$ cat config.mk
export PLATFORM = sky130hd
export DESIGN_NAME = iter_divider
export DESIGN_NICKNAME = d
export VERILOG_FILES = /design/src/rtl/iter_divider_pkg.sv /design/src/rtl/iter_divider_div_step.sv /design/src/rtl/iter_divider.sv
export SDC_FILE = /design/constraint.sdc
export NUM_CORES = 1
export LEC_CHECK = 0
export BUFFER_PORTS_ARGS = -buffer_cell sky130_fd_sc_hd__buf_4
export CORE_MARGIN = 2
export CORE_UTILIZATION = 40
export CTS_BUF_LIST = sky130_fd_sc_hd__clkbuf_2
export DETAILED_ROUTE_END_ITERATION = 12
export RECOVER_POWER = 25
export SETUP_SLACK_MARGIN = 0.4
export SYNTH_ARGS = -nofsm -noshare
export SYNTH_HDL_FRONTEND = slang
export SYNTH_SLANG_ARGS = --single-unit
$ cat constraint.sdc
create_clock -name clk -period 6.5 [get_ports clk]
set_input_delay 0.975 -clock clk [delete_from_list [all_inputs] [get_ports clk]]
set_output_delay 0.975 -clock clk [all_outputs]
set_load 0.005 [all_outputs]
$ cat src/rtl/iter_divider_pkg.sv
// Shared definitions for the iterative divider: FSM state encoding and
// the divide-by-zero quotient pattern.
package iter_divider_pkg;

   typedef enum logic [1:0] {
      IDLE = 2'd0,
      CALC = 2'd1,
      DONE = 2'd2
   } state_t;

   // All-ones quotient returned on divide by zero; slice to the operand width.
   localparam logic [127:0] DIV_BY_ZERO_Q = {128{1'b1}};

endpackage

$ cat src/rtl/iter_divider_div_step.sv
// One restoring-division iteration: shift the next quotient bit into the
// partial remainder, trial-subtract the divisor and keep or restore.
module iter_divider_div_step #(
   parameter int WIDTH = 32
) (
   input  logic [WIDTH-1:0] rem_in,
   input  logic [WIDTH-1:0] q_in,
   input  logic [WIDTH-1:0] divisor,
   output logic [WIDTH-1:0] rem_out,
   output logic [WIDTH-1:0] q_out
);

   // The shifted remainder is below twice the divisor, so WIDTH+1 bits hold
   // the trial difference with its sign in the top bit.
   logic [WIDTH:0] trial_s;

   // Trial subtraction and keep/restore decision
   always_comb begin
      trial_s = {rem_in, q_in[WIDTH-1]} - {1'b0, divisor};
      if (trial_s[WIDTH] == 1'b0) begin
         rem_out = trial_s[WIDTH-1:0];
         q_out   = {q_in[WIDTH-2:0], 1'b1};
      end else begin
         rem_out = {rem_in[WIDTH-2:0], q_in[WIDTH-1]};
         q_out   = {q_in[WIDTH-2:0], 1'b0};
      end
   end

endmodule

$ cat src/rtl/iter_divider.sv
// Multi-cycle radix-2 restoring divider (MIPS DIV/DIVU) producing quotient
// (LO) and remainder (HI). o_busy stalls the pipeline from the launch cycle.
// Optional feature macro DIV_EARLY_OUT_EN: zero dividend or zero divisor
// finishes one cycle after launch instead of running all iterations.
module iter_divider
   import iter_divider_pkg::*;
#(
   parameter int WIDTH = 32,
   parameter int CNT_W = 6
) (
   input  logic             clk,
   input  logic             reset,
   input  logic             i_start,
   input  logic             i_signed,
   input  logic [WIDTH-1:0] i_dividend,
   input  logic [WIDTH-1:0] i_divisor,
   input  logic             i_cancel,
   output logic             o_busy,
   output logic             o_done,
   output logic [WIDTH-1:0] o_quotient,
   output logic [WIDTH-1:0] o_remainder,
   output logic             o_div_by_zero
);

   localparam logic [WIDTH-1:0] ZERO      = {WIDTH{1'b0}};
   localparam logic [WIDTH-1:0] ONE       = {{(WIDTH-1){1'b0}}, 1'b1};
   localparam logic [CNT_W-1:0] CNT_ZERO  = {CNT_W{1'b0}};
   localparam logic [CNT_W-1:0] CNT_ONE   = {{(CNT_W-1){1'b0}}, 1'b1};
   localparam logic [CNT_W-1:0] LAST_ITER = CNT_W'(WIDTH - 1);

   state_t           state_r;
   logic [CNT_W-1:0] count_r;
   logic [WIDTH-1:0] rem_r;
   logic [WIDTH-1:0] quo_r;        // dividend bits shift out, quotient bits shift in
   logic [WIDTH-1:0] dvs_r;
   logic [WIDTH-1:0] orig_dvd_r;
   logic             sign_q_r;
   logic             sign_r_r;
   logic [WIDTH-1:0] quotient_r;
   logic [WIDTH-1:0] remainder_r;
   logic             done_r;
   logic             dbz_r;

   logic             launch_s;
   logic             dvd_neg_s;
   logic             dvs_neg_s;
   logic [WIDTH-1:0] dvd_mag_s;
   logic [WIDTH-1:0] dvs_mag_s;
   logic [WIDTH-1:0] rem_next_s;
   logic [WIDTH-1:0] quo_next_s;
   logic [WIDTH-1:0] fin_q_s;
   logic [WIDTH-1:0] fin_r_s;
   logic             fin_dbz_s;

   assign launch_s      = ((state_r == IDLE) | (state_r == DONE)) & i_start & ~i_cancel;
   assign o_busy        = (state_r == CALC) | launch_s;
   assign o_done        = done_r;
   assign o_quotient    = quotient_r;
   assign o_remainder   = remainder_r;
   assign o_div_by_zero = dbz_r;

   iter_divider_div_step #(.WIDTH(WIDTH)) u_step (
      .rem_in  (rem_r),
      .q_in    (quo_r),
      .divisor (dvs_r),
      .rem_out (rem_next_s),
      .q_out   (quo_next_s)
   );

   // Operand signs and magnitudes; DIVU treats both operands as unsigned
   always_comb begin
      dvd_neg_s = i_signed & i_dividend[WIDTH-1];
      dvs_neg_s = i_signed & i_divisor[WIDTH-1];
      if (dvd_neg_s) begin
         dvd_mag_s = ~i_dividend + ONE;
      end else begin
         dvd_mag_s = i_dividend;
      end
      if (dvs_neg_s) begin
         dvs_mag_s = ~i_divisor + ONE;
      end else begin
         dvs_mag_s = i_divisor;
      end
   end

   // Final results from the last iteration, with sign fix and zero-divisor override
   always_comb begin
      if (dvs_r == ZERO) begin
         fin_q_s   = DIV_BY_ZERO_Q[WIDTH-1:0];
         fin_r_s   = orig_dvd_r;
         fin_dbz_s = 1'b1;
      end else begin
         fin_dbz_s = 1'b0;
         if (sign_q_r) begin
            fin_q_s = ~quo_next_s + ONE;
         end else begin
            fin_q_s = quo_next_s;
         end
         if (sign_r_r) begin
            fin_r_s = ~rem_next_s + ONE;
         end else begin
            fin_r_s = rem_next_s;
         end
      end
   end

   // Divider FSM, iteration datapath and registered results
   always_ff @(posedge clk) begin
      if (reset) begin
         state_r     <= IDLE;
         count_r     <= CNT_ZERO;
         rem_r       <= ZERO;
         quo_r       <= ZERO;
         dvs_r       <= ZERO;
         orig_dvd_r  <= ZERO;
         sign_q_r    <= 1'b0;
         sign_r_r    <= 1'b0;
         quotient_r  <= ZERO;
         remainder_r <= ZERO;
         done_r      <= 1'b0;
         dbz_r       <= 1'b0;
      end else if (i_cancel) begin
         state_r <= IDLE;
         done_r  <= 1'b0;
      end else begin
         case (state_r)
            IDLE, DONE: begin
               done_r <= 1'b0;
               if (i_start) begin
                  rem_r      <= ZERO;
                  quo_r      <= dvd_mag_s;
                  dvs_r      <= dvs_mag_s;
                  orig_dvd_r <= i_dividend;
                  sign_q_r   <= dvd_neg_s ^ dvs_neg_s;
                  sign_r_r   <= dvd_neg_s;
                  count_r    <= CNT_ZERO;
`ifdef DIV_EARLY_OUT_EN
                  if ((i_divisor == ZERO) || (i_dividend == ZERO)) begin
                     state_r <= DONE;
                     done_r  <= 1'b1;
                     if (i_divisor == ZERO) begin
                        quotient_r  <= DIV_BY_ZERO_Q[WIDTH-1:0];
                        remainder_r <= i_dividend;
                        dbz_r       <= 1'b1;
                     end else begin
                        quotient_r  <= ZERO;
                        remainder_r <= ZERO;
                        dbz_r       <= 1'b0;
                     end
                  end else begin
                     state_r <= CALC;
                  end
`else
                  state_r <= CALC;
`endif
               end else begin
                  state_r <= IDLE;
               end
            end
            CALC: begin
               rem_r   <= rem_next_s;
               quo_r   <= quo_next_s;
               count_r <= count_r + CNT_ONE;
               if (count_r == LAST_ITER) begin
                  state_r     <= DONE;
                  done_r      <= 1'b1;
                  quotient_r  <= fin_q_s;
                  remainder_r <= fin_r_s;
                  dbz_r       <= fin_dbz_s;
               end else begin
                  state_r <= CALC;
               end
            end
            default: begin
               state_r <= IDLE;
               done_r  <= 1'b0;
            end
         endcase
      end
   end

endmodule

==> results.sh <==
export IMPL_p_sw_share_pct=34.69
export IMPL_cts_tree="built"
export IMPL_die_y_um=181.4
export IMPL_yosys_warnings=0
export IMPL_boundaryPins=136
export IMPL_final_util_pct=46.21
export IMPL_drtIter0Drc=882
export IMPL_power_total_mw=2.801
export IMPL_port_buffers=135
export IMPL_syn_area_per_cell_um2=7.483
export IMPL_clockRootBuffer="clkbuf_2"
export IMPL_synth_edf_count=0
export IMPL_cp_required_ns=7.16
export IMPL_regToRegSetupSlack_ns=1.64
export IMPL_ir_worst_vdd_mv=0.09269
export IMPL_holdPathStages=3
export IMPL_status="finished, violations left"
export IMPL_hp_class="primary input to flip-flop"
export IMPL_clkPwrFrac_pct=30.7
export IMPL_synth_largest_area_cell="dfxtp_1"
export IMPL_rows=64
export IMPL_slew_violations=262
export IMPL_synthArstFlopShare_pct=0
export IMPL_min_to="orig_dvd_r[14]$_SDFFE_PP0P_"
export IMPL_hp_start="i_dividend[14]"
export IMPL_p_int_mw=1.829
export IMPL_gr_total_overflow=0
export IMPL_route_detailed_drc=0
export IMPL_max_freq_mhz=205.8
export IMPL_synthTopCellsByArea="dfxtp_1 32%, nor2_1 7.2%, a21oi_1 6.6%"
export IMPL_yosys_top_cells_count="242 x nor2_1, 216 x nand2_1, 204 x dfxtp_1, 166 x a21oi_1, 87 x a211oi_1"
export IMPL_drv_cap=5
export IMPL_cp_arrival_ns=5.52
export IMPL_worstReg2RegStart="state_r[0]$_SDFF_PP0_"
export IMPL_h_tree_depth=2
export IMPL_cts_buffer_depth=3
export IMPL_vias=12510
export IMPL_synthDistinctLibCells=71
export IMPL_wirelength_mm=40.69
export IMPL_cp_end_kind="flip-flop"
export IMPL_yosysMostFrequentCell="nor2_1"
export IMPL_initial_core_util_pct=40.85
export IMPL_place_ws_ns=1.908
export IMPL_fin_nets=1889
export IMPL_syn_to_final_growth_pct=13.12
export IMPL_p_seq_share_pct=47.6
export IMPL_synth_fp_nets=1790
export IMPL_grt_usage_pct=24.31
export IMPL_tightest_slew_ns=2.810
export IMPL_p_leak_nw=5.488
export IMPL_grt_met2_usage_pct=38.73
export IMPL_antenna_found_initial=1
export IMPL_numCtsBuffers=53
export IMPL_hold_viol=0
export IMPL_reg2reg_depth=7
export IMPL_synth_top_area_share_pct=32.43
export IMPL_timing_final_crit_period_ns=4.860
export IMPL_coreArea_um2=30830
export IMPL_reg2reg_to="count_r[5]$_SDFFE_PP0P_"
export IMPL_clk_pin_slew_ns=0.10
export IMPL_min_period_over_period_pct=74.77
export IMPL_use_met1_pct=34.18
export IMPL_rsz0062_at_grt="no"
export IMPL_hold_buffers=0
export IMPL_clock_sinks=204
export IMPL_violations="max-capacitance violations, max-slew violations"
export IMPL_worstSkewPairLatency_ns=0.88
export IMPL_die_area_um2=32920
export IMPL_grt_pass1_wl_mm=64.37
export IMPL_grt_pass1_vias=11780
export IMPL_tns_ns=0
export IMPL_critical_path_class="flip-flop to flip-flop"
export IMPL_grt_max_degree=109
export IMPL_slew_headroom_pct=-87.36
export IMPL_dr_pass1_iters=5
export IMPL_setup_viol=0
export IMPL_syn_instance_count=1683
export IMPL_syn_area_um2=12590
export IMPL_cts_setup_buffers=0
export IMPL_met3_usage_pct=3.811
export IMPL_synth_ff_type="dfxtp_1"
export IMPL_dieWidth_um=181.4
export IMPL_antenna_left=0
export IMPL_busiest_layer="met2"
export IMPL_comb_power_share_pct=21.7
export IMPL_post_cts_resized=0
export IMPL_drt_vias_per_instance=5.662
export IMPL_drive_gt1_share_pct=14.12
export IMPL_synth_seq_cells=204
export IMPL_fin_ws_ns=1.640
export IMPL_wl_per_cell_um=18.41
export IMPL_yosysSeqAreaShare_pct=32.43
export IMPL_gp_congestion=0.8812
export IMPL_dp_hpwl_mm=30.15
export IMPL_pwr_density_cell_nw_per_um2=196.6
export IMPL_startpoint_type="flip-flop"
export IMPL_clock_skew_ns=0.07406
export IMPL_path_max_fanout=65
export IMPL_p_switching_mw=0.9716
## final cells by class
| cell class | count | area, um^2 |
|---|---|---|
| diodes | 1 | 2.502 |
| clock buffers | 79 | 395.4 |
| clock inverters | 7 | 33.78 |
| fillers | 3204 | 16580 |
| inverters | 55 | 206.4 |
| multi-input cells | 1318 | 7915 |
| flip-flops and latches | 204 | 4084 |
| well taps | 396 | 495.5 |
| repair buffers | 150 | 1115 |
## cells by family after synthesis
family                   Yosys count  share of synthesized area, %
AO/OA/AOI/OAI                    484                         24.58
XOR/XNOR                         141                         9.805
adder cells (fa/ha/maj)           38                         3.835
buffers and inverters            161                         5.076
flip-flops                       204                         32.43
multiplexers                      25                         2.215
AND/OR/NAND/NOR                  630                         22.06
## critical path, stage by stage, from the launching register on
cell	delay, ns
dfxtp_1	0.38
nor2_1	0.09
and2_0	0.84
nor2_4	0.69
clkbuf_1	2.02
nor3_1	0.24
xnor2_1	0.30
nor3_1	0.06
## power by group through the flow
stage / clock (mW) / sequential [mW] / combinational (mW)
2_1_floorplan: 0 / 1.35 / 0.423
3_3_place_gp: 0 / 1.36 / 0.599
3_5_place_dp: 0 / 1.36 / 0.599
4_1_cts: 0.882 / 1.33 / 0.602
5_1_grt: 0.942 / 1.34 / 0.674
6_report: 0.860 / 1.33 / 0.608
## sequential cells by signal, indices dropped and copies added (netlist names)
register,flops
state_r,2
dvs_r,32
sign_q_r,1
sign_r_r,1
o_div_by_zero,1
rem_r,32
orig_dvd_r,32
o_quotient,32
count_r,6
o_remainder,32
o_done,1
quo_r,32
## per-layer routing
| layer | routed length [um] | vias to the layer above | share of wire (%) |
|---|---|---|---|
| met5 | 0 | - | 0 |
| met1 | 19580 | 5892 | 48 |
| li1 | - | 6206 | - |
| met4 | 841 | 0 | 2.1 |
| met3 | 2357 | 56 | 5.8 |
| met2 | 17910 | 360 | 44 |
## through the flow
stage               std cells  area (um^2)  hold WS (ns)
global route             2210        14250        0.3349
detailed placement       2123        13830        0.4458
floorplan                1683        12590        0.4319
CTS                      2209        14260        0.3162
finish                   2210        14250        0.3621
global placement         2123        13830        0.4410
## cell usage in the layout (no fill, tap or decap), types with 20 or more instances in the layout
master    synthesis  routed
mux2i_1          20      20
buf_4             1     140
nor2_1          242     237
nor3_1           34      34
a21oi_1         166     166
ha_1             37      37
xnor2_1          62      62
o21ai_0          81      81
dfxtp_1         204     204
nand2_1         216     216
a311oi_1         24      24
nand3_1          21      21
clkbuf_2          0      79
o31ai_1          29      29
a211oi_1         87      87
inv_1            54      54
xor2_1           79      78
nor4_1           26      26
## worst max-delay path by stage
stage	start	endpoint	slack (ns)
final	state_r[0]$_SDFF_PP0_	count_r[5]$_SDFFE_PP0P_	1.64
after global routing	state_r[0]$_SDFF_PP0_	count_r[5]$_SDFFE_PP0P_	1.19
after CTS	rem_r[10]$_SDFFE_PP0P_	o_quotient[28]$_SDFFE_PP0P_	1.88
after detailed placement	dvs_r[11]$_SDFFE_PP0P_	o_quotient[28]$_SDFFE_PP0P_	1.91
after global placement	dvs_r[11]$_SDFFE_PP0P_	o_quotient[28]$_SDFFE_PP0P_	2.05
after floorplan	dvs_r[11]$_SDFFE_PP0P_	o_quotient[28]$_SDFFE_PP0P_	1.79
No activity file was read; power rests on OpenSTA's default activity.
